[config.mk]
export PLATFORM = sky130hd
export DESIGN_NAME = irrigation_sequencer
export DESIGN_NICKNAME = d
export VERILOG_FILES = /design/src/rtl/irrigation_sequencer_pkg.sv /design/src/rtl/irrigation_sequencer_timer.sv /design/src/rtl/irrigation_sequencer.sv
export SDC_FILE = /design/constraint.sdc
export NUM_CORES = 1
export LEC_CHECK = 0
export BUFFER_PORTS_ARGS = -buffer_cell sky130_fd_sc_hd__buf_4
export CAP_MARGIN = 10
export CORE_MARGIN = 2
export CORE_UTILIZATION = 47
export DETAILED_ROUTE_END_ITERATION = 8
export GPL_TIMING_DRIVEN = 0
export MAX_ROUTING_LAYER = met4
export PLACE_DENSITY = 0.64
export SETUP_SLACK_MARGIN = 0.1
export SYNTH_ARGS = -nofsm -noshare
export SYNTH_HDL_FRONTEND = slang
export SYNTH_SLANG_ARGS = --single-unit
[constraint.sdc]
create_clock -name clk -period 2.6 [get_ports clk]
set_input_delay 0.26 -clock clk [delete_from_list [all_inputs] [get_ports clk]]
set_output_delay 0.26 -clock clk [all_outputs]
set_load 0.1 [all_outputs]
[src/rtl/irrigation_sequencer_pkg.sv]
// Shared encodings for the irrigation sequencer and the display decoder.
//   state_t : FSM state codes shown on the display
//   irr_t   : irrigation type codes from the irrigation-type decoder
//   outs_t  : registered valve/flag bundle, plus its decode from a state
package irrigation_sequencer_pkg;

  typedef enum logic [2:0] {
    ST_IDLE    = 3'b000,
    ST_ASP     = 3'b001,
    ST_DRIP    = 3'b010,
    ST_MIX_ASP = 3'b011,
    ST_FILL    = 3'b100,
    ST_ERR     = 3'b101
  } state_t;

  typedef enum logic [1:0] {
    IRR_NONE = 2'b00,
    IRR_ASP  = 2'b01,
    IRR_DRIP = 2'b10,
    IRR_MIX  = 2'b11
  } irr_t;

  typedef struct packed {
    logic asp;
    logic drip;
    logic fill;
    logic err;
  } outs_t;

  // Moore decode: each state drives at most one output, so the valves are
  // mutually exclusive by construction.
  function automatic outs_t state_outs(input state_t s);
    outs_t o;
    o = '0;
    case (s)
      ST_ASP, ST_MIX_ASP: o.asp  = 1'b1;
      ST_DRIP:            o.drip = 1'b1;
      ST_FILL:            o.fill = 1'b1;
      ST_ERR:             o.err  = 1'b1;
      default:            o      = '0;
    endcase
    return o;
  endfunction

endpackage

[src/rtl/irrigation_sequencer_timer.sv]
// irr_sec_timer: prescaler + seconds counter for the timed aspersion phase.
//   clk, rst_n : clock, async active-low reset
//   clr        : synchronous clear of both counters (wins over en)
//   en         : count enable
//   sec_tick   : prescaler is on its terminal count this cycle (and en)
//   done       : sec_tick on the last second (ASP_TIME-1)
module irr_sec_timer #(
  parameter int TICKS_PER_SEC = 50_000_000,
  parameter int ASP_TIME      = 22,
  parameter int SEC_W         = 5
) (
  input  logic clk,
  input  logic rst_n,
  input  logic clr,
  input  logic en,
  output logic sec_tick,
  output logic done
);

  localparam int PW = (TICKS_PER_SEC > 1) ? $clog2(TICKS_PER_SEC) : 1;

  logic [PW-1:0]    presc;
  logic [SEC_W-1:0] secs;

  assign sec_tick = en && (presc == PW'(TICKS_PER_SEC - 1));
  assign done     = sec_tick && (secs == SEC_W'(ASP_TIME - 1));

  always_ff @(posedge clk or negedge rst_n) begin
    if (!rst_n) begin
      presc <= '0;
      secs  <= '0;
    end else if (clr) begin
      presc <= '0;
      secs  <= '0;
    end else if (en) begin
      if (sec_tick) begin
        presc <= '0;
        // seconds wrap with the phase end so they never exceed ASP_TIME-1
        secs  <= done ? '0 : secs + 1'b1;
      end else begin
        presc <= presc + 1'b1;
      end
    end
  end

endmodule

[src/rtl/irrigation_sequencer.sv]
// irrigation_sequencer: valve sequencing FSM with reservoir interlocks.
//   clk, rst_n     : clock, async active-low reset
//   init           : system enable (0 forces IDLE, except from ERR/FILL)
//   irr_type       : requested irrigation type
//   h_min, h_max   : reservoir level sensors
//   valve_asp/drip/fill, error : registered Moore outputs
//   state          : current FSM state code
module irrigation_sequencer
  import irrigation_sequencer_pkg::*;
#(
  parameter int TICKS_PER_SEC = 50_000_000,
  parameter int ASP_TIME      = 22,
  parameter int SEC_W         = 5
) (
  input  logic       clk,
  input  logic       rst_n,
  input  logic       init,
  input  logic [1:0] irr_type,
  input  logic       h_min,
  input  logic       h_max,
  output logic       valve_asp,
  output logic       valve_drip,
  output logic       valve_fill,
  output logic       error,
  output logic [2:0] state
);

  state_t state_q, state_d;
  outs_t  outs_q;
  irr_t   typ;
  logic   tmr_clr, tmr_en, sec_tick, tmr_done;

  assign typ = irr_t'(irr_type);

  // Clear on the entry edge so MIX_ASP sees exactly ASP_TIME*TICKS_PER_SEC clks.
  assign tmr_clr = (state_d == ST_MIX_ASP) && (state_q != ST_MIX_ASP);
  assign tmr_en  = (state_q == ST_MIX_ASP);

  irr_sec_timer #(
    .TICKS_PER_SEC(TICKS_PER_SEC),
    .ASP_TIME     (ASP_TIME),
    .SEC_W        (SEC_W)
  ) u_timer (
    .clk     (clk),
    .rst_n   (rst_n),
    .clr     (tmr_clr),
    .en      (tmr_en),
    .sec_tick(sec_tick),
    .done    (tmr_done)
  );

  always_ff @(posedge clk or negedge rst_n) begin
    if (!rst_n) begin
      state_q <= ST_IDLE;
      outs_q  <= '0;
    end else begin
      state_q <= state_d;
      outs_q  <= state_outs(state_d);
    end
  end

  always_comb begin
    state_d = state_q;
    if (h_max && !h_min) begin
      state_d = ST_ERR;
    end else if (state_q == ST_ERR) begin
      // Sensors are consistent here; leaving also needs the operator to drop init.
      state_d = init ? ST_ERR : ST_IDLE;
    end else if (!h_min) begin
      state_d = ST_FILL;
    end else if (state_q == ST_FILL) begin
      // Fill ignores init and runs until the reservoir is full.
      state_d = h_max ? ST_IDLE : ST_FILL;
    end else if (!init) begin
      state_d = ST_IDLE;
    end else begin
      case (state_q)
        ST_IDLE: begin
          case (typ)
            IRR_ASP:  state_d = ST_ASP;
            IRR_DRIP: state_d = ST_DRIP;
            IRR_MIX:  state_d = ST_MIX_ASP;
            default:  state_d = ST_IDLE;
          endcase
        end
        ST_ASP:     state_d = (typ == IRR_ASP) ? ST_ASP : ST_IDLE;
        // MIX continues here after its aspersion phase.
        ST_DRIP:    state_d = (typ == IRR_DRIP || typ == IRR_MIX) ? ST_DRIP : ST_IDLE;
        ST_MIX_ASP: begin
          if (typ != IRR_MIX)          state_d = ST_IDLE;
          else if (sec_tick && tmr_done) state_d = ST_DRIP;
          else                         state_d = ST_MIX_ASP;
        end
        default:    state_d = ST_IDLE;
      endcase
    end
  end

  assign state      = state_q;
  assign valve_asp  = outs_q.asp;
  assign valve_drip = outs_q.drip;
  assign valve_fill = outs_q.fill;
  assign error      = outs_q.err;

endmodule

==> flow_metrics.tcl <==
set metrics [dict create \
    die_w_microns 76.4 \
    die_y_microns 76.4 \
    yosysMostFrequentCell "dfrtp_1" \
    ant_nets 0 \
    synth_seq_area_share_pct 38.6 \
    sw_frac_of_total_pct 42.0 \
    pwr-share-seq_pct 47.2 \
    p_sw_mw 1.04 \
    gp_congestion 0.912 \
    fin_nets 321 \
    crit_type "flop to flop" \
    synth.area.top_cells "dfrtp_1 (39%), nand2_1 (5.3%), o211ai_1 (4.3%)" \
    post_cts_resized 0 \
    clockBufferDepth 2 \
    yosys_register_bits 38 \
    dp_cells 373 \
    wl_met2_mm 2.82 \
    gr-total-overflow 0 \
    wirelength_mm 6.33 \
    hold_violations 0 \
    dieArea_sq_um 5840 \
    clock-skew-final_ns 0.00621 \
    grt_pass1_vias 2080 \
    wire_per_inst_microns 16.6 \
    reg2reg_to "u_timer.presc[5]" \
    status "finished, final reports clean" \
    reg2regPathDepth 6 \
    cts_buffers 5 \
    via_per_inst 5.95 \
    final_cells 382 \
    routed.top_layer "met4" \
    antenna_cells 0 \
    peakVddDrop_mv 0.376 \
    synthArstFlopShare_pct 100 \
    cap_violations 0 \
    htreeDepth 2 \
    netlist_area_sq_um 2460 \
    synthCells 290 \
    min_path_cells 2 \
    worst_setup_path_start_kind "flop" \
    dr_wl_met3_microns 355 \
    coreArea_sq_um 5070 \
    synth_flop_cell "dfrtp_1" \
    fp-row-count 26 \
    final_util_pct 54.5 \
    p_per_area_nw_per_um2 893 \
    p_clk_share_pct 20.5 \
    root_buffer "clkbuf_8" \
    grt_pass1_wl_mm 10.8 \
    period_share_pct 89.0 \
    path_max_fanout 10 \
    cts_setup_buffers 0 \
    groute.usage.overall_pct 23.8 \
    syn-mean-instance-area_sq_um 8.50 \
    combPwrFrac_pct 32.3 \
    grt_max_degree 39 \
    fillCellCount 488 \
    vias 2271 \
    tightest_slew_ns 0.727 \
    end_kind "flop" \
    synth_top_cell_by_area "dfrtp_1" \
    ff2ff_setup_slack_ns 0.29 \
    p_total_mw 2.47 \
    hold_class "input port to flop" \
    placed_area_sq_um 2650 \
    worstPathArrival_ns 2.49 \
    fin_area_sq_um 2770 \
    wl_met1_mm 3.11 \
    drtPass1Iterations 4 \
    dp_hpwl_mm 4.45 \
    post-route-min-period_ns 2.31 \
    p_leak_nw 1.11 \
    setup_viol 0 \
    synth_top_area_share_pct 38.6 \
    io_buffers 13 \
    rsz0062_at_grt "true" \
    path_clk_slew_ns 0.08 \
    io_pins 14 \
    cp.required_ns 2.77 \
    setup.worst_path.end "u_timer.presc[5]" \
    p_int_mw 1.43 \
    yosysUniqueCellTypes 55 \
    drv_slew 0 \
    fmax_ghz 0.432 \
    cts_tree "done" \
    clkSinkCount 38 \
    yosys_warnings 0 \
    r2r_start "state[2]" \
    drc 0 \
    clk-insertion-delay-late_ns 0.30 \
    initial_core_util_pct 48.5 \
    crit_path_start "state[2]" \
    drive_above_1_share_pct 14.4 \
    synth-edff-count 0 \
    first_iter_violations 214 \
    slew_headroom_pct 51.0 \
    syn_to_final_growth_pct 12.3 \
    grt_antenna_before_repair 0 \
    synth_common_cells "dfrtp_1 (38), nand2_1 (35), nand3_1 (18), nor2_1 (18), o21ai_0 (18)" \
    fin_setup_tns_ns 0 \
    syn-num-nets 300 \
]
[layout make-up]
cell class,count,area [sq um],area share (%)
Clock inverter,3,40.0,1.45
Inverter,10,37.5,1.36
Multi-Input combinational cell,224,1400,50.5
Sequential cell,38,951,34.4
Timing Repair Buffer,14,108,3.89
Clock buffer,5,68.8,2.49
Tap cell,70,87.6,3.16
Buffer,18,77.6,2.80
[cells in the final DEF, fill, tap and decap left out, drive strengths merged, types with 15 or more instances in the layout]
cell type and instances:
clkbuf 16, nor2 19, o211ai 15, o21ai 21, nand3 19, dfrtp 38
buf 20, nand2 35
[critical path, stage by stage, from the launching register on]
cell	delay (ns)
dfrtp_1	0.46
or3b_2	0.50
o221ai_1	0.24
nor4_2	0.11
nor2_2	0.42
buf_2	0.32
o21ai_0	0.13
[state kept, by name, summed over array words and instances, names as in the netlist]
register and flops:
error 1, state 3, u_timer.presc 26, u_timer.secs 5, valve_asp 1, valve_drip 1, valve_fill 1
[power by group through the flow]
stage	Sequential, mW	Clock, mW	Combinational (mW)
after global routing	1.22	0.550	0.918
after global placement	1.16	0	0.774
after CTS	1.16	0.522	0.796
after detailed placement	1.16	0	0.793
final	1.17	0.506	0.799
after floorplan	1.14	0	0.576
[worst min-delay path by stage]
stage           from                 to  slack, ns
3_5_place_dp   rst_n  u_timer.presc[25]       0.26
6_report       h_min           state[2]       0.17
4_1_cts        h_min           state[2]       0.16
2_1_floorplan  rst_n              error      -0.04
3_3_place_gp   rst_n  u_timer.presc[13]       0.26
5_1_grt        h_min           state[2]       0.17
[routing by layer]
| metal | up-vias | GRT usage [%] |
|---|---|---|
| met5 | - | - |
| met4 | 0 | 6.73 |
| met3 | 5 | 4.03 |
| met2 | 50 | 34.5 |
| met1 | 1091 | 34.5 |
| li1 | 1125 | - |
[what timing repair did]
| action | CTS | global route |
|---|---|---|
| hold buffers | 1 | 0 |
| endpoints found under the hold margin | 38 | 0 |
| endpoints found under the setup margin | 0 | 1 |
[cell families after synthesis]
logic type / share of synthesized area (%)
mux: 1.22
xor+xnor: 2.13
flops: 38.6
simple gates: 33.6
compound gates: 18.2
fa+ha+maj: 1.52
buf+inv: 4.67
[through the flow]
step                      setup WS [ns]  hold slack (ns)
after floorplan                   0.159          -0.0356
after global routing             0.0918            0.167
after CTS                         0.270            0.163
final                             0.287            0.171
after detailed placement          0.290            0.264
after global placement            0.300            0.263
Power figures use the tool's default switching activity.
